--- config.mk ---
export PLATFORM = sky130hd
export DESIGN_NAME = gemm_fust_sched
export DESIGN_NICKNAME = d
export VERILOG_FILES = /design/src/rtl/datapath_pkg.sv /design/src/rtl/gemm_tag_snoop.sv /design/src/rtl/gemm_fust_sched.sv
export SDC_FILE = /design/constraint.sdc
export NUM_CORES = 1
export LEC_CHECK = 0
export BUFFER_PORTS_ARGS = -buffer_cell sky130_fd_sc_hd__buf_2
export CAP_MARGIN = 20
export CORE_MARGIN = 2
export CORE_UTILIZATION = 25
export CTS_BUF_LIST = sky130_fd_sc_hd__clkbuf_16
export DETAILED_ROUTE_END_ITERATION = 7
export PLACE_DENSITY_LB_ADDON = 0.12
export SETUP_SLACK_MARGIN = 0.2
export SLEW_MARGIN = 20
export SYNTH_ARGS = -nofsm -noshare
export SYNTH_HDL_FRONTEND = slang
export SYNTH_SLANG_ARGS = --single-unit
--- constraint.sdc ---
create_clock -name clk -period 2.63 [get_ports clk]
set_input_delay 0.526 -clock clk [delete_from_list [all_inputs] [get_ports clk]]
set_output_delay 0.526 -clock clk [all_outputs]
set_load 0.03 [all_outputs]
--- src/rtl/datapath_pkg.sv ---
// Shared datapath types for the GEMM functional-unit status table (FUST-G).
// Holds the row payload, FUST row view, scheduler state encoding and tag helpers.
package datapath_pkg;

  localparam int unsigned TAG_W = 2;

  typedef logic [TAG_W-1:0] tag_t;

  localparam tag_t TAG_READY = '0;

  typedef struct packed {
    logic [3:0] op;
    logic [4:0] rd;
    logic [4:0] ra;
    logic [4:0] rb;
    logic [4:0] rc;
    logic [7:0] imm;
  } fust_g_row_t;

  typedef struct packed {
    fust_g_row_t row;
    tag_t        t1;
    tag_t        t2;
    tag_t        t3;
    logic        busy;
  } fust_g_t;

  typedef enum logic [1:0] {
    IDLE,
    WAIT_OPS,
    ISSUE,
    EXEC
  } gemm_fust_state_t;

  // A held tag clears only on an exact match with a real (nonzero) writeback tag.
  function automatic tag_t snoop_clear(tag_t t, logic wb_valid, tag_t wb_tag);
    return (wb_valid && (wb_tag != TAG_READY) && (t == wb_tag)) ? TAG_READY : t;
  endfunction

endpackage

--- src/rtl/gemm_tag_snoop.sv ---
// Combinational writeback snoop for three source tags; shared by the dispatch
// capture bypass and the operand-wait update.
module gemm_tag_snoop
  import datapath_pkg::*;
(
  input  logic             wb_valid,
  input  logic [TAG_W-1:0] wb_tag,
  input  logic [TAG_W-1:0] t1,
  input  logic [TAG_W-1:0] t2,
  input  logic [TAG_W-1:0] t3,
  output logic [TAG_W-1:0] c1,
  output logic [TAG_W-1:0] c2,
  output logic [TAG_W-1:0] c3,
  output logic             all_ready
);

  assign c1 = snoop_clear(t1, wb_valid, wb_tag);
  assign c2 = snoop_clear(t2, wb_valid, wb_tag);
  assign c3 = snoop_clear(t3, wb_valid, wb_tag);

  assign all_ready = (c1 == TAG_READY) && (c2 == TAG_READY) && (c3 == TAG_READY);

endmodule

--- src/rtl/gemm_fust_sched.sv ---
// Single-row GEMM FUST scheduler: capture, operand wait, issue handshake, execute.
// Optional completion watchdog enabled by GEMM_FUST_TIMEOUT_EN.
module gemm_fust_sched
  import datapath_pkg::*;
#(
  parameter int unsigned TIMEOUT = 1024
) (
  input  logic             clk,
  input  logic             rst,
  input  logic             disp_en,
  input  fust_g_row_t      disp_row,
  input  logic [TAG_W-1:0] disp_t1,
  input  logic [TAG_W-1:0] disp_t2,
  input  logic [TAG_W-1:0] disp_t3,
  input  logic             wb_valid,
  input  logic [TAG_W-1:0] wb_tag,
  input  logic             flush,
  input  logic             gemm_ready,
  input  logic             gemm_done,
  output logic             fust_busy,
  output fust_g_t          fust,
  output logic             issue_valid,
  output fust_g_row_t      issue_row,
  output logic             cmpl_valid,
  output logic             cmpl_squash,
  output logic             err_timeout
);

  gemm_fust_state_t state, state_d;
  fust_g_row_t      row, row_d;
  tag_t             t1, t2, t3, t1_d, t2_d, t3_d;
  tag_t             s1, s2, s3;
  logic             all_ready;
  logic             squash, squash_d;
  logic             cmpl_valid_d, cmpl_squash_d;
  logic             timeout_hit;
  logic             idle;

  assign idle = (state == IDLE);

  // While idle the snoop sees the incoming tags (capture bypass), otherwise the held ones.
  gemm_tag_snoop u_snoop (
    .wb_valid  (wb_valid),
    .wb_tag    (wb_tag),
    .t1        (idle ? disp_t1 : t1),
    .t2        (idle ? disp_t2 : t2),
    .t3        (idle ? disp_t3 : t3),
    .c1        (s1),
    .c2        (s2),
    .c3        (s3),
    .all_ready (all_ready)
  );

  always_ff @(posedge clk or posedge rst) begin : state_reg
    if (rst) state <= IDLE;
    else     state <= state_d;
  end

  always_comb begin : next_state
    state_d = state;
    case (state)
      IDLE:     if (disp_en && !flush) state_d = all_ready ? ISSUE : WAIT_OPS;
      WAIT_OPS: if (flush) state_d = IDLE;
                else if (all_ready) state_d = ISSUE;
      // An accepted handshake cannot be taken back; a coincident flush becomes a squash.
      ISSUE:    if (gemm_ready) state_d = EXEC;
                else if (flush) state_d = IDLE;
      EXEC:     if (gemm_done || timeout_hit) state_d = IDLE;
      default:  state_d = IDLE;
    endcase
  end

  always_comb begin : out_comb
    row_d         = row;
    t1_d          = t1;
    t2_d          = t2;
    t3_d          = t3;
    squash_d      = squash;
    cmpl_valid_d  = 1'b0;
    cmpl_squash_d = 1'b0;
    case (state)
      IDLE: if (disp_en && !flush) begin
        row_d    = disp_row;
        t1_d     = s1;
        t2_d     = s2;
        t3_d     = s3;
        squash_d = 1'b0;
      end
      WAIT_OPS: begin
        t1_d = s1;
        t2_d = s2;
        t3_d = s3;
        if (flush) begin
          row_d = '0;
          t1_d  = TAG_READY;
          t2_d  = TAG_READY;
          t3_d  = TAG_READY;
        end
      end
      ISSUE: begin
        if (gemm_ready) squash_d = flush;
        else if (flush) row_d = '0;
      end
      EXEC: begin
        if (flush) squash_d = 1'b1;
        if (gemm_done || timeout_hit) begin
          cmpl_valid_d  = 1'b1;
          cmpl_squash_d = squash | flush | timeout_hit;
          row_d         = '0;
          squash_d      = 1'b0;
        end
      end
      default: row_d = '0;
    endcase
  end

  always_ff @(posedge clk or posedge rst) begin : data_reg
    if (rst) begin
      row         <= '0;
      t1          <= TAG_READY;
      t2          <= TAG_READY;
      t3          <= TAG_READY;
      squash      <= 1'b0;
      cmpl_valid  <= 1'b0;
      cmpl_squash <= 1'b0;
    end else begin
      row         <= row_d;
      t1          <= t1_d;
      t2          <= t2_d;
      t3          <= t3_d;
      squash      <= squash_d;
      cmpl_valid  <= cmpl_valid_d;
      cmpl_squash <= cmpl_squash_d;
    end
  end

`ifdef GEMM_FUST_TIMEOUT_EN
  localparam int unsigned CNT_W = $clog2(TIMEOUT + 1);
  logic [CNT_W-1:0] cnt;

  // Counts EXEC cycles; fires in the TIMEOUT-th EXEC cycle if no done arrived.
  assign timeout_hit = (state == EXEC) && !gemm_done && ((cnt + CNT_W'(1)) == CNT_W'(TIMEOUT));

  always_ff @(posedge clk or posedge rst) begin : watchdog
    if (rst) begin
      cnt         <= '0;
      err_timeout <= 1'b0;
    end else begin
      cnt <= (state == EXEC) ? cnt + CNT_W'(1) : '0;
      if (timeout_hit) err_timeout <= 1'b1;
    end
  end
`else
  assign timeout_hit = 1'b0;
  assign err_timeout = 1'b0;
`endif

  assign fust_busy   = !idle;
  assign issue_valid = (state == ISSUE);
  assign issue_row   = issue_valid ? row : '0;
  assign fust        = '{row: row, t1: t1, t2: t2, t3: t3, busy: !idle};

  a_timeout_cfg: assert property (@(posedge clk) TIMEOUT > 0);
  a_disp_idle:   assert property (@(posedge clk) disable iff (rst) disp_en |-> idle);
  a_done_exec:   assert property (@(posedge clk) disable iff (rst) gemm_done |-> (state == EXEC));
  a_issue_hold:  assert property (@(posedge clk) disable iff (rst)
                   (issue_valid && !gemm_ready && !flush) |=> (issue_valid && $stable(issue_row)));

endmodule

==> reports/qor.csv, run 1 <==
metric,value,unit
Max Cap Viol,0,
Combinational Power Share,61.0,%
Syn Inst Count,284,
most frequent cells in the layout,"121 x buf_2, 70 x nand2_1, 43 x dfrtp_1",
Mapped Nets,336,
final setup violation count,0,
row cnt,36,
deepest clock path buffer count,2,
Initial Utilization,25.48,%
Max Freq,420.9,MHz
Psw,0.002389,W
clk_lat worst skew,0.28,ns
number of fill cells,1050,
GPL Wtd Cong,0.7851,
clock skew,0.005619,ns
"commonest non-fill, non-tap cell in the layout",buf_2,
sequential share of the synthesized area,43.81,%
initial antenna violation count,0,
Final Hold Fails,0,
H-tree levels,2,
Clk pwr share,14.7,%
fraction of layout cells with a size suffix above 1,39.31,%
Synth Register Bits,43,
footprint of the multi-input gates,1279,sq um
worst r2r src,state[0],
peak supply drop,551.9,uV
worst path arrival time,2.56,ns
sequential power share,24.3,%
Crit. End Element,register,
final-report max-slew violation count,0,
RSZ-0062 raised after global routing,yes,
largest net degree at the start of global routing,65,
crit path to,state[1],
storage element area,1076,sq um
fin util,36.27,%
Critical Path Fanout Max,8,
pwr dens,1387,nW/um^2
starting DRC count in detailed routing,39,
first-pass GRT wire length,10640,microns
"Hold-fix buffers, CTS",0,
fin nets,458,
min cycle time layout,2.376,ns
drt first pass iters,4,
cell-internal power,0.002461,W
switch share,49.26,%
CP Launch Type,register,
Die W,103.1,microns
wire per inst,12.82,microns
Setup TNS,0,ns
FF-to-FF path depth,9,
DRC Markers,0,
drt total wl,6923,microns
Final HPWL DP,4950,microns
Tot Pwr,0.004850,W
Post-synth EDFFs,0,
die area,10630,sq um
"critical path, cell by cell","inv_2, ha_4, buf_12, mux2_4, a2111oi_4, a31oi_2, nor4b_4, nand2_1, a32oi_1",
min-delay worst type,input pin to async pin,
P&R area growth vs syn,42.33,%
number of global-route vias before repair,2150,
Synth Area per Inst,8.648,sq um
asr flop ratio synth,100.0,%
period utilisation layout,90.34,%
Post-Syn Area,2456,sq um
Synth Warn #,0,
post-synth cell types,40,
Placed Area,3243,sq um
Core Area,9639,sq um
Clock Pin Slew Worst Setup and Hold Paths,0.07,ns
die extent in y,103.1,microns
predominant post-synthesis flop cell,dfrtp_1,
status,"complete, no violations",
Sink Count,43,
IO buf count,121,
CP required,2.82,ns
via count,2341,
total grt overflow,0,
"Worst Path Class, Setup",register to register,
# diodes,0,
Vias/cell,4.335,
WHS,0.2792,ns
Crit path largest cell delay,0.41,ns
R2R setup slack,0.25,ns
Worst Setup SP,state[0],
Top Ports,123,
Final ANT Viol Nets,0,
Worst path slowest cell,nor4b_4,
TritonCTS buffer count,5,
CTS tree,done,
Clock Tree Root,clkbuf_16,
GRT Overall Usage,12.78,%
cell area after layout,3496,sq um
P_leak,1.822,nW
number of flip-flops in the largest register,32,
reg2reg end,state[1],
worst max-delay path: cells and delay by family (launching register included):
kind                       cells  cell delay [ns]
DFF                            1             0.39
and+or+nand+nor                2             0.52
muxes                          1             0.32
buffers and inverters          2             0.22
AOI/OAI and AO/OA              3             0.65
adders and majority gates      1             0.18
routing by layer:
| metal | track usage [%] | share of wire (%) |
|---|---|---|
| met1 | 16.88 | 45 |
| met2 | 21.28 | 48 |
| met3 | 2.373 | 5.4 |
| met4 | 3.846 | 1.1 |
| met5 | 0 | 0 |
cells in the mapped netlist (2+ instances only):
cell	n	area (sq um)
mux2_2	4	45.04
inv_1	9	33.78
a32o_1	2	20.02
a22o_1	2	17.52
a21oi_1	11	55.05
ha_1	5	62.56
nand3b_1	2	15.01
clkbuf_1	17	63.81
and2_1	33	206.5
nor2_1	3	11.26
nor3_1	2	10.01
xnor2_1	4	35.03
buf_4	3	22.52
mux2i_1	3	30.03
dfrtp_1	43	1076
mux2_4	2	30.03
nand2_1	70	262.8
o32ai_1	2	17.52
nor2b_1	2	12.51
nand2b_1	5	31.28
o21ai_0	36	180.2
nand3_1	6	30.03
metrics by stage:
stage	instances	setup slack (ns)
final	540	0.2540
after CTS	536	0.2563
after detailed placement	526	-0.002755
after global routing	540	0.1358
after global placement	526	0.05584
after floorplan	284	0.3141
area by class of cell:
class / instances / area share [%]
multi-input cells: 211 / 36.58
flip-flops and latches: 43 / 30.78
repair buffers: 136 / 22.08
well taps: 133 / 4.760
clock buffers: 5 / 3.579
clock inverters: 3 / 1.253
inverters: 9 / 0.9664
cells by family after synthesis:
logic type | share of synthesized area (%)
simple gates | 25.98
compound gates | 16.46
flops | 43.81
buf+inv | 5.349
mux | 4.279
fa+ha+maj | 2.547
xor+xnor | 1.426
other cells | 0.1527
power by group through the flow:
stage	clock [W]	combinational (W)	sequential, W
after global routing	0.000768	0.00326	0.00124
after CTS	0.000741	0.00292	0.00119
after floorplan	0	0.00145	0.00174
after detailed placement	0	0.00284	0.00120
final	0.000711	0.00296	0.00118
after global placement	0	0.00282	0.00120
worst min path at each step:
stage / start / end / slack, ns / cells after the start
3_3_place_gp: fust[10] / fust[10] / 0.48 / 2
4_1_cts: rst / fust[27] / 0.28 / 3
3_5_place_dp: squash / cmpl_squash / 0.48 / 1
2_1_floorplan: squash / cmpl_squash / 0.46 / 1
5_1_grt: rst / fust[27] / 0.30 / 3
6_report: rst / cmpl_squash / 0.28 / 3
timing repair:
item,CTS,global route
pin swaps,2,4
gates resized for setup,2,6
buffers inserted,2,4
endpoints found under the setup margin,5,3
(Power assumes the default switching activity.)
==> run 2, diff against run 1 <==
CORE_MARGIN = default   (was 2)
==> reports/qor.csv, run 2 (synthesis results as in run 1) <==
metric,value,unit,change
H-tree levels,2,,unchanged
Combinational Power Share,62.2,%,was 61.0%
cell-internal power,0.002342,W,was 0.002461 W
TritonCTS buffer count,5,,unchanged
DRC Markers,0,,unchanged
fin nets,459,,was 458
sequential power share,25.0,%,was 24.3%
first-pass GRT wire length,10450,microns,was 10640 microns
Clk pwr share,12.8,%,was 14.7%
final setup violation count,0,,unchanged
Placed Area,3233,sq um,was 3243 sq um
Sink Count,43,,unchanged
deepest clock path buffer count,2,,unchanged
Max Freq,435.3,MHz,was 420.9 MHz
Max Cap Viol,0,,unchanged
P&R area growth vs syn,40.96,%,was 42.33%
clk_lat worst skew,0.28,ns,about the same
Top Ports,123,,unchanged
most frequent cells in the layout,"121 x buf_2, 70 x nand2_1, 43 x dfrtp_1",,unchanged
# diodes,0,,unchanged
"commonest non-fill, non-tap cell in the layout",buf_2,,unchanged
Final ANT Viol Nets,0,,unchanged
Initial Utilization,26.21,%,was 25.48%
fin util,36.94,%,was 36.27%
clock skew,0.005003,ns,was 0.005619 ns
wire per inst,12.66,microns,was 12.82 microns
largest net degree at the start of global routing,44,,was 65
number of flip-flops in the largest register,32,,unchanged
RSZ-0062 raised after global routing,no,,was yes
final-report max-slew violation count,0,,unchanged
die area,10230,sq um,was 10630 sq um
CP required,2.83,ns,was 2.82 ns
GRT Overall Usage,13.14,%,was 12.78%
starting DRC count in detailed routing,53,,was 39
fraction of layout cells with a size suffix above 1,39.46,%,was 39.31%
IO buf count,121,,unchanged
drt first pass iters,4,,unchanged
die extent in y,101.1,microns,was 103.1 microns
Final Hold Fails,0,,unchanged
Tot Pwr,0.004720,W,was 0.004850 W
"Worst Path Class, Setup",register to register,,unchanged
total grt overflow,0,,unchanged
Crit. End Element,register,,unchanged
min cycle time layout,2.297,ns,was 2.376 ns
peak supply drop,518.6,uV,was 551.9 uV
Vias/cell,4.311,,was 4.335
CTS tree,done,,unchanged
cell area after layout,3462,sq um,was 3496 sq um
Psw,0.002378,W,was 0.002389 W
Die W,101.1,microns,was 103.1 microns
number of global-route vias before repair,2067,,was 2150
CP Launch Type,register,,unchanged
row cnt,35,,was 36
P_leak,1.809,nW,was 1.822 nW
Core Area,9371,sq um,was 9639 sq um
Critical Path Fanout Max,6,,was 8
worst path arrival time,2.50,ns,was 2.56 ns
switch share,50.37,%,was 49.26%
drt total wl,6800,microns,was 6923 microns
Final HPWL DP,4914,microns,was 4950 microns
initial antenna violation count,0,,unchanged
via count,2315,,was 2341
status,"complete, no violations",,unchanged
GPL Wtd Cong,0.8123,,was 0.7851
pwr dens,1363,nW/um^2,was 1387 nW/um^2
Clock Pin Slew Worst Setup and Hold Paths,0.06,ns,was 0.07 ns
Clock Tree Root,clkbuf_16,,unchanged
period utilisation layout,87.35,%,was 90.34%
"Hold-fix buffers, CTS",0,,unchanged
min-delay worst type,input pin to async pin,,unchanged
Setup TNS,0,ns,unchanged
==> run 2: cell types whose count changed in the layout (fill, tap and decap cells not counted), sizes merged <==
cell	change
clkinv	-1
buf	+1
clkinvlp	+1
bufinv	-1
inv	+1
==> run 2: path summary, 6_finish.rpt <==
path	from	end	slack [ns]	depth (start not counted)
max reg2reg	state[0]	state[1]	0.33	9
max	state[0]	state[1]	0.33	9
min reg2reg	fust[11]	fust[11]	0.49	2
max in group asynchronous	rst	fust[20]	2.15	3
min in group clk	fust[11]	fust[11]	0.49	2
min	rst	fust[37]	0.28	3
==> run 2: timing repair <==
item / 4_1_cts / 5_1_grt
pin swaps: 2 / 6
setup endpoints to repair: 4 / 4
gates resized for setup: 2 / 7
buffers inserted: 2 / 4
==> run 2: final cells by class <==
| class | instances | area, sq um |
|---|---|---|
| fillers | 1007 | 5909 |
| inverters | 9 | 33.78 |
| flip-flops and latches | 43 | 1076 |
| multi-input cells | 211 | 1282 |
| clock inverters | 3 | 16.27 |
| well taps | 129 | 161.4 |
| repair buffers | 137 | 767.0 |
| clock buffers | 5 | 125.1 |
==> run 2: power by group through the flow <==
stage	clock network, W	logic [W]	registers, W
after global routing	0.000662	0.00322	0.00123
after floorplan	0	0.00145	0.00174
after global placement	0	0.00279	0.00120
after detailed placement	0	0.00282	0.00120
after CTS	0.000636	0.00290	0.00119
final	0.000605	0.00293	0.00118
==> run 2: routing by layer <==
metal | global-route usage, % | vias up | wire [microns]
met5 | 0 | - | 0
met4 | 3.679 | 0 | 47
met3 | 2.913 | 4 | 353
met2 | 22.03 | 70 | 3300
met1 | 16.99 | 1055 | 3099
li1 | - | 1186 | -
==> run 2: critical path, stage by stage (launching register included) <==
cell       delay, ns
dfrtp_1         0.39
inv_2           0.08
ha_4            0.18
buf_12          0.13
mux2_4          0.32
a2111oi_4       0.34
a31oi_2         0.09
nor4b_4         0.38
nand2_1         0.10
a32oi_1         0.21
==> run 2: stage by stage <==
step	setup WS [ns]	hold slack, ns	cells
global placement	0.09681	0.4753	523
detailed placement	0.03488	0.4798	523
CTS	0.2169	0.2832	533
global route	0.2072	0.3048	537
finish	0.3326	0.2761	537
floorplan	0.3141	0.4649	284
